[config.mk]
export PLATFORM = sky130hd
export DESIGN_NAME = inst_fetch_queue
export DESIGN_NICKNAME = d
export VERILOG_FILES = /design/src/rtl/inst_fetch_queue.sv
export SDC_FILE = /design/constraint.sdc
export NUM_CORES = 1
export LEC_CHECK = 0
export BUFFER_PORTS_ARGS = -buffer_cell sky130_fd_sc_hd__buf_4
export CORE_MARGIN = 2
export CORE_UTILIZATION = 45
export CTS_BUF_LIST = sky130_fd_sc_hd__clkbuf_4 sky130_fd_sc_hd__clkbuf_8 sky130_fd_sc_hd__clkbuf_16
export CTS_CLUSTER_SIZE = 10
export DETAILED_ROUTE_END_ITERATION = 8
export GPL_TIMING_DRIVEN = 0
export PLACE_DENSITY = 0.63
export SLEW_MARGIN = 30
export SYNTH_ARGS = -nofsm -noshare
export SYNTH_HDL_FRONTEND = slang
export SYNTH_SLANG_ARGS = --single-unit
[constraint.sdc]
create_clock -name clk -period 8.4 [get_ports clk]
set_clock_uncertainty 0.15 [all_clocks]
set_input_delay 0.84 -clock clk [delete_from_list [all_inputs] [get_ports clk]]
set_output_delay 0.84 -clock clk [all_outputs]
set_load 0.01 [all_outputs]
[src/rtl/inst_fetch_queue.sv]
// Instruction fetch queue: issues IROM reads under a credit rule
// and buffers {pc, inst} pairs toward decode.
module inst_fetch_queue #(
  parameter int QDEPTH = 2,
  parameter int AW     = 14
) (
  input  logic          clk,
  input  logic          rst,
  input  logic [31:0]   pc_i,
  output logic          pc_ready_o,
  output logic [AW-1:0] irom_addr_o,
  input  logic [31:0]   irom_inst_i,
  input  logic          flush_i,
  output logic          id_valid_o,
  input  logic          id_ready_i,
  output logic [31:0]   id_pc_o,
  output logic [31:0]   id_inst_o
);

  localparam int PW = $clog2(QDEPTH);
  localparam logic [PW+1:0] QD = (PW+2)'(QDEPTH);

  logic [PW:0]   occ;
  logic [PW-1:0] rptr;
  logic [PW-1:0] wptr;
  logic          inflight;
  logic [31:0]   req_pc;
  logic [31:0]   pc_q   [QDEPTH];
  logic [31:0]   inst_q [QDEPTH];

  logic          nonempty;
  logic          pop;
  logic          push;
  logic          issue;
  logic [PW+1:0] credit;

  assign irom_addr_o = pc_i[AW+1:2];

  assign nonempty   = (occ != '0);
  assign id_valid_o = nonempty & ~flush_i;
  assign pop        = id_valid_o & id_ready_i;
  assign push       = inflight & ~flush_i;

  // Slots already committed: stored, returning next edge, minus the one leaving.
  assign credit = {1'b0, occ}
                + {{(PW+1){1'b0}}, inflight}
                - {{(PW+1){1'b0}}, pop};

  assign issue      = ~flush_i & (credit < QD);
  assign pc_ready_o = issue;

  assign id_pc_o   = nonempty ? pc_q[rptr]   : '0;
  assign id_inst_o = nonempty ? inst_q[rptr] : '0;

  always_ff @(posedge clk or negedge rst) begin
    if (!rst) begin
      occ      <= '0;
      rptr     <= '0;
      wptr     <= '0;
      inflight <= 1'b0;
      req_pc   <= '0;
    end else if (flush_i) begin
      occ      <= '0;
      rptr     <= '0;
      wptr     <= '0;
      inflight <= 1'b0;
    end else begin
      inflight <= issue;
      if (issue) req_pc <= pc_i;
      if (push)  wptr   <= wptr + PW'(1);
      if (pop)   rptr   <= rptr + PW'(1);
      occ <= occ
           + {{PW{1'b0}}, push}
           - {{PW{1'b0}}, pop};
    end
  end

  always_ff @(posedge clk or negedge rst) begin
    if (!rst) begin
      for (int i = 0; i < QDEPTH; i++) begin
        pc_q[i]   <= '0;
        inst_q[i] <= '0;
      end
    end else if (push) begin
      pc_q[wptr]   <= req_pc;
      inst_q[wptr] <= irom_inst_i;
    end
  end

endmodule

After elaboration in Yosys (flattened, before gate mapping)
Index checks and enable logic that the tools add are counted.
{"block": "word_totals", "rom_bits": 0, "latch_bits": 0, "elab_cells": 49, "inputBits": 68, "mem_bits_rw": 0, "reg_bits": 165, "memories": 0, "out_inout_bits": 80}
{"block": "classes", "eq_ne": 0, "n_shift": 0, "n_reduce_logical": 5, "muxes": 18, "n_bitwise": 7, "add_sub_neg": 6, "n_mul": 0, "magnitude_cmp": 4, "div": 0}
{"operator": "32-bit two-way mux", "n": 9}
{"operator": "64-bit bitwise mux", "n": 2}
{"operator": "32-bit demux with 1-bit select", "n": 1}
{"operator": "2-bit nonzero test", "n": 3}
{"operator": "1-bit two-way mux", "n": 5}
{"operator": "1-bit AND", "n": 4}
{"operator": "2-bit >= comparator, second input constant", "n": 2}
{"operator": "1-bit NOT with 2-bit output", "n": 2}
{"operator": "2-bit by 1-bit adder with 3-bit output", "n": 1}
{"operator": "3-bit by 2-bit < comparator with 1-bit output, second input constant", "n": 1}
{"operator": "3-bit by 1-bit subtractor with 3-bit output", "n": 1}
{"operator": "1-bit adder, second input constant", "n": 2}
{"operator": "2-bit by 1-bit adder with 2-bit output", "n": 1}
{"operator": "2-bit by 1-bit < comparator with 1-bit output, second input constant", "n": 1}
{"operator": "2-bit two-way mux", "n": 1}
{"operator": "2-bit AND reduction", "n": 1}
{"operator": "2-bit by 1-bit subtractor with 2-bit output", "n": 1}
{"operator": "1-bit logical AND", "n": 1}
{"operator": "1-bit NOT", "n": 1}

Logic depth before layout (Yosys ltp)
Gate-level depths: netlist (run 1).
{"block": "depth", "word_depth": 7, "ltp_mapped": 10, "ltp_nobuf": 9}

Worst setup path before layout (run 1)
No wires, ideal clock.
{"block": "synth_timing", "kind": "input to output", "startpoint": "in flush_i", "endpoint": "out pc_ready_o", "t_required_ns": 7.410, "path_stages": 9, "path_slack_ns": 4.566, "path_buffers": 2, "arrival_time_ns": 2.844, "cell_sequence": "buf_2 -> nor2_1 -> and2_1 -> ha_1 -> nand2b_1 -> fa_1 -> xor2_1 -> nor3b_4 -> buf_6"}
{"block": "synth_between", "elab_chain_len": 6}
{"item": "from (decl)", "line": "13", "text": "input logic flush_i,"}
{"item": "1-bit NOT (no line)"}
{"item": "1-bit AND", "line": "40", "text": "assign id_valid_o = nonempty & ~flush_i;"}
{"item": "named net id_valid_o", "line": "14", "text": "output logic id_valid_o,"}
{"item": "1-bit AND", "line": "41", "text": "assign pop = id_valid_o & id_ready_i;"}
{"item": "3-bit by 1-bit subtractor with 3-bit output", "line": "47", "text": "- {{(PW+1){1'b0}}, pop};"}
{"item": "3-bit by 2-bit < comparator with 1-bit output", "line": "49", "text": "assign issue = ~flush_i & (credit < QD);"}
{"item": "1-bit AND", "line": "49"}
{"item": "to (decl)", "line": "10", "text": "output logic pc_ready_o,"}
The timed path passes the listed nets, and every way through them passes these cells.

Worst setup path in the final report (run 1)
{"block": "layout_timing", "startpoint": "reg occ[1]", "endpoint": "out pc_ready_o"}
{"block": "layout_between", "elab_chain_len": 6, "word_cells_on_any_way": 7, "cone_classes": "add/sub (2); order compare (1); bitwise (3); reduce/logical (1)"}
{"item": "from (decl)", "line": "23", "text": "logic [PW:0] occ;"}
{"item": "from (signal assigned)", "line": "72", "text": "occ <= occ"}
{"item": "2-bit nonzero test", "line": "39", "text": "assign nonempty = (occ != '0);"}
{"item": "1-bit AND", "line": "40"}
{"item": "1-bit AND", "line": "41"}
{"item": "3-bit by 1-bit subtractor with 3-bit output (*)", "line": "47"}
{"item": "3-bit by 2-bit < comparator with 1-bit output (*)", "line": "49"}
{"item": "1-bit AND (*)", "line": "49"}
Mark *: on every way between the ends. The rest lies on a longest branch, timed or not.

==> flow_summary_export.csv, run 1 <==
group,metric,value,unit
critical_path,crit_fanout,11,
power_and_ir_drop,power_leakage,0.00434,uW
global_route,grt_max_degree,91,
yosys,ys_seq_elements,165,
clock_tree,clk_pin_slew_worst_paths,0.06,ns
clock_tree,tritoncts,"yes",
yosys,synth_cell_types,24,
global_route,antenna_found_initial,0,
outcome,status,"complete, no violations",
yosys,netlist_area,7460,um^2
route,via_per_inst,4.96,
sta,hold_viol,0,
cells_and_area,fin_util,57.5,%
place,io_buffers,146,
power_and_ir_drop,ir_drop,0.000163,V
route,antenna_left,0,
route,num_vias,4560,
global_route,grt_overflow_total,0,
place,gp_congestion,0.709,
place,post-place-ws,4.25,ns
yosys,synth.top_cell.area_share,55.4,%
sta,rsz0062_at_grt,"no",
sta,fin_crit_sh,49.2,%
global_route,grt_pass1_vias,4967,
clock_tree,cts_resized,0,
route,route.detailed.drc,0,
die,die_h,133,um
sta,maxSlewViolCount,0,
route,firstDrtPassIters,4,
die,die_area,17600,um^2
global_route,grt_pass1_wl,25.5,mm
cells_and_area,drive_gt1_share,53.4,%
route,wl_per_cell,16.8,um
yosys,synth.net_count,594,
critical_path,reg2reg_slack,5.23,ns
cells_and_area,diodes,0,
sta,worstMarginPinSlew,0.761,ns
critical_path,crit_type,"flop to output port",
worst_hold_path,hp-class,"input pin to asynchronous set/reset pin",
critical_path,r2r_cells,10,
yosys,synthTopCellsByArea,"dfrtp_1 (55%), mux2_2 (19%), mux2i_1 (8.6%), mux2_4 (5.8%), nor2_1 (3.5%)",
sta,finalWorstSetupSlack,4.26,ns
yosys,yosysWarnings,0,
clock_tree,clockBufferDepth,2,
yosys,synth_top_cells_by_count,"dfrtp_1 (165), mux2_2 (127), nor2_1 (69)",
die,die-width,133,um
yosys,synth-main-ff-cell,"dfrtp_1",
route,wl,15.4,mm
cells_and_area,fillers,1350,
sta,fin_crit,4.14,ns
clock_tree,cts_sinks,165,
yosys,yosysSeqAreaShare,55.4,%
critical_path,cp.required,7.41,ns
sta,fin_setup_tns,0,ns
power_and_ir_drop,powerDensity,398,nW/um^2
critical_path,cp-start-kind,"flop",
die,core,16400,um^2
sta,max_freq,0.242,GHz
critical_path,end_kind,"output port",
cells_and_area,synthToLayoutAreaGrowth,26.6,%
clock_tree,root_buffer,"clkbuf_16",
place,dp_hpwl,10.6,mm
sta,setup_viol_count_final,0,
power_and_ir_drop,power.total,3760,uW
route,drt-initial-drc-count,119,
clock_tree,postCtsSetupRepairBufs,0,
clock_tree,insertion_delay,0.42,ns
yosys,syn_inst,522,
clock_tree,postCtsHoldBufs,0,
die,fp-row-count,47,
critical_path,crit_arrival,3.15,ns
yosys,synthArstFlopShare,100,%
cells_and_area,final_nets,760,
clock_tree,cts_buffers,17,
clock_tree,cts_htree_levels,4,
yosys,yosys.area.top_type,"dfrtp_1",
die,io_pins,148,
die,initial_core_util,45.4,%
yosys,syn_area_per_cell,14.3,um^2
global_route,grtUsageTotal,18.5,%
flow_run,maxCapViolations,0,
sta,slew_headroom,49.3,%
yosys,synth.most_common_cell,"dfrtp_1",
yosys,synth-edff-count,0,
-- cells by family (layout without fill, tap and decap cells) --
group / Yosys count / count (layout) / synth area share (%)
xor gates and xnor gates: 5 / 5 / 0.587
muxes: 224 / 224 / 34.2
DFF: 165 / 165 / 55.4
adders and majority gates: 4 / 4 / 0.772
AOI/OAI and AO/OA: 1 / 1 / 0.0671
buffers and inverters: 47 / 225 / 4.45
and+or+nand+nor: 76 / 76 / 4.53
-- through the flow --
step	instance area [um^2]	hold WS, ns	instances
after floorplan	7460	0.307	522
after detailed placement	8860	0.329	889
after global routing	9440	0.265	920
after global placement	8830	0.317	888
after CTS	9440	0.245	920
final	9440	0.227	920
-- flip-flops by register name, summed over array words and instances, names as in the netlist --
| name | cells |
|---|---|
| pc_q | 64 |
| rptr | 1 |
| req_pc | 32 |
| wptr | 1 |
| inst_q | 64 |
| occ | 2 |
| inflight | 1 |
-- report_power, final --
group	internal, uW	total [uW]	switching [uW]
combinational	899	1590	690
sequential	1200	1420	222
clock	447	746	300
total	2550	3760	1210
-- worst max-delay path: stages (launching register included) --
cell and delay, ns:
dfrtp_1 0.45, nor2_1 0.17, nor2_1 0.08, and2_1 0.17, ha_1 0.27, nand2b_1 0.15
fa_1 0.38, xor2_1 0.20, nor3b_4 0.43, buf_6 0.26, buf_4 0.15
-- worst paths after layout --
path / from / end
max in group asynchronous: rst / inst_q[36]$_DFFE_PN0P_
hold reg to reg: inst_q[43]$_DFFE_PN0P_ / inst_q[43]$_DFFE_PN0P_
hold / removal: rst / req_pc[2]$_DFFE_PN0P_
min in group clk: inst_q[43]$_DFFE_PN0P_ / inst_q[43]$_DFFE_PN0P_
setup reg to reg: occ[1]$_DFF_PN0_ / req_pc[23]$_DFFE_PN0P_
setup / recovery: occ[1]$_DFF_PN0_ / pc_ready_o
-- area by class of cell --
| type | count | area [um^2] | share of cell area [%] |
|---|---|---|---|
| sequential | 165 | 4130 | 43.7 |
| clock inverter | 7 | 72.6 | 0.769 |
| tap | 220 | 275 | 2.92 |
| buffer | 45 | 324 | 3.43 |
| clock buffer | 24 | 503 | 5.33 |
| inverter | 2 | 7.51 | 0.0795 |
| timing repair buffer | 147 | 1130 | 12.0 |
| multi-input combinational | 310 | 3000 | 31.7 |
-- cells in the final DEF, fill, tap and decap left out, drive strengths merged --
master    synthesis  layout
buf              42     189
dfrtp           165     165
mux2            160     160
nor2             70      70
mux2i            64      64
clkbuf            3      27
clkinvlp          0       5
xor2              3       3
ha                3       3
inv               2       2
xnor2             2       2
nand2b            2       2
and2              1       1
nor2b             1       1
nor3b             1       1
nand3b            1       1
o21ai             1       1
fa                1       1
clkinv            0       1
bufinv            0       1
-- routing by layer --
| metal | share of wire (%) | track usage (%) | vias up |
|---|---|---|---|
| met4 | 1.6 | 6.57 | 0 |
| li1 | - | - | 2125 |
| met1 | 45 | 23.2 | 2308 |
| met3 | 4.0 | 4.33 | 23 |
| met5 | 0 | 0 | - |
| met2 | 50 | 31.5 | 104 |
No activity file was read; power rests on OpenSTA's default activity.
==> run 2: changes to the inputs <==
==> constraint.sdc (replaced) <==
create_clock -name clk -period 4 [get_ports clk]
set_clock_uncertainty 0.15 [all_clocks]
set_input_delay 0.4 -clock clk [delete_from_list [all_inputs] [get_ports clk]]
set_output_delay 0.4 -clock clk [all_outputs]
set_load 0.01 [all_outputs]
==> flow_summary_export.csv, run 2 (synthesis gave the netlist of run 1 again) <==
group,metric,value,unit
outcome,status,"complete, no violations",
die,die_h,133,um
sta,fin_crit,3.69,ns
global_route,grt_max_degree,91,
power_and_ir_drop,power.total,7900,uW
sta,rsz0062_at_grt,"no",
cells_and_area,final_nets,761,
route,route.detailed.drc,0,
critical_path,end_kind,"output port",
clock_tree,tritoncts,"yes",
sta,finalWorstSetupSlack,0.307,ns
critical_path,crit_path_max_incr_delay,0.45,ns
critical_path,crit_arrival,3.14,ns
route,num_vias,4563,
place,dpl.cell_count,889,
power_and_ir_drop,comb_power_share,42.3,%
sta,fin_setup_tns,0,ns
route,drt-initial-drc-count,121,
power_and_ir_drop,p_switching,2550,uW
route,wl,15.5,mm
cells_and_area,most-common-layout-cells,"buf_4 (166), dfrtp_1 (165), mux2_2 (127)",
die,die_area,17600,um^2
die,io_pins,148,
power_and_ir_drop,power_leakage,0.00434,uW
critical_path,cp_cell_sequence,"nor2_1, nor2_1, and2_1, ha_1, nand2b_1, fa_1, xor2_1, nor3b_4, buf_6, buf_4",
sta,whs,0.0590,ns
die,fp-row-count,47,
sta,hold_viol,0,
critical_path,crit_fanout,11,
place,io_buffers,146,
power_and_ir_drop,p_seq_share,37.9,%
critical_path,path_delay_family,"simple AND/OR/NAND/NOR gates",
clock_tree,root_buffer,"clkbuf_16",
die,die-width,133,um
critical_path,cp_common_cell,"nor2_1",
worst_hold_path,hp-class,"input pin to flop",
critical_path,crit_buf_inv,2,
power_and_ir_drop,p_int,5350,uW
global_route,grt_pass1_wl,25.5,mm
die,initial_core_util,45.4,%
cells_and_area,synthToLayoutAreaGrowth,26.7,%
power_and_ir_drop,pwr-share-clk,19.8,%
cells_and_area,multi_input_area,3000,um^2
global_route,grtUsageTotal,18.5,%
critical_path,cp.required,3.45,ns
clock_tree,cts_htree_levels,4,
route,via_per_inst,4.95,
power_and_ir_drop,powerDensity,836,nW/um^2
clock_tree,insertion_delay,0.42,ns
global_route,antenna_found_initial,0,
sta,setup_viol_count_final,0,
clock_tree,clk_pin_slew_worst_paths,0.06,ns
route,firstDrtPassIters,4,
cells_and_area,reg_top3,"inst_q: 64 flops, pc_q: 64 flops, req_pc: 32 flops",
cells_and_area,layout.area.seq,4130,um^2
critical_path,crit_type,"flop to output port",
cells_and_area,drive_gt1_share,53.4,%
cells_and_area,stdcell_count,921,
sta,worstMarginPinSlew,0.761,ns
clock_tree,cts_buffers,17,
sta,slew_headroom,49.3,%
power_and_ir_drop,ir_drop,0.000342,V
cells_and_area,final_common_cell,"buf_4",
place,post-place-ws,0.729,ns
sta,fin_crit_sh,92.3,%
power_and_ir_drop,sw_frac_of_total,32.2,%
place,dp_hpwl,10.6,mm
route,wl_per_cell,16.8,um
clock_tree,clockBufferDepth,2,
critical_path,cp-start-kind,"flop",
critical_path,cp_slowest_cell,"dfrtp_1",
route,antenna_left,0,
sta,maxSlewViolCount,0,
place,gp_congestion,0.709,
sta,max_freq,0.271,GHz
flow_run,maxCapViolations,0,
cells_and_area,diodes,0,
die,core,16400,um^2
cells_and_area,fillers,1351,
global_route,grt_pass1_vias,4969,
clock_tree,cts_sinks,165,
global_route,grt_overflow_total,0,
## run 2: worst paths after layout
kind | from | end | slack, ns | depth (start not counted)
worst max register to register | occ[1]$_DFF_PN0_ | req_pc[23]$_DFFE_PN0P_ | 0.84 | 10
worst min register to register | inst_q[43]$_DFFE_PN0P_ | inst_q[43]$_DFFE_PN0P_ | 0.34 | 1
min in group asynchronous | rst | req_pc[2]$_DFFE_PN0P_ | 0.38 | 2
worst min-delay path | irom_inst_i[12] | inst_q[44]$_DFFE_PN0P_ | 0.06 | 2
worst max-delay path | occ[1]$_DFF_PN0_ | pc_ready_o | 0.31 | 10
max in group asynchronous | rst | inst_q[36]$_DFFE_PN0P_ | 2.47 | 3
## run 2: what timing repair did
action	4_1_cts	5_1_grt
setup buffers	0	0
hold buffers	1	0
gates resized for setup	0	0
hold endpoints to repair	75	0
## run 2: power groups by stage
stage                     Combinational (uW)  Clock [uW]  Sequential [uW]
after detailed placement                3390           0             3020
after global placement                  3300           0             2950
after CTS                               3410        1610             3000
final                                   3340        1570             2990
after floorplan                         2360           0             2870
after global routing                    3630        1680             3110
## run 2: per-layer routing
| layer | vias to the layer above | GRT usage (%) | part of all wire (%) |
|---|---|---|---|
| li1 | 2127 | - | - |
| met1 | 2309 | 23.3 | 45 |
| met2 | 104 | 31.5 | 50 |
| met3 | 23 | 4.33 | 4.0 |
| met4 | 0 | 6.57 | 1.6 |
| met5 | - | 0 | 0 |
## run 2: metrics by stage
stage	utilization, %	cell area, um^2
4_1_cts	57.6	9450
6_report	57.6	9450
5_1_grt	57.6	9450
3_3_place_gp	53.8	8830
2_1_floorplan	-	7460
3_5_place_dp	54.0	8860
## run 2: worst reg2reg max path, delay by kind of cell, from the launching register on
kind | cells | cell delay [ns]
xor+xnor | 1 | 0.20
fa+ha+maj | 2 | 0.65
buf+inv | 1 | 0.26
flops | 1 | 0.45
mux | 1 | 0.33
simple gates | 5 | 1.00
## run 2: cell type report
class	instances	share of cell area, %
Buffer	45	3.43
Clock inverter	7	0.768
Sequential cell	165	43.7
Tap cell	220	2.91
Multi-Input combinational cell	310	31.7
Timing Repair Buffer	148	12.1
Clock buffer	24	5.32
Inverter	2	0.0795
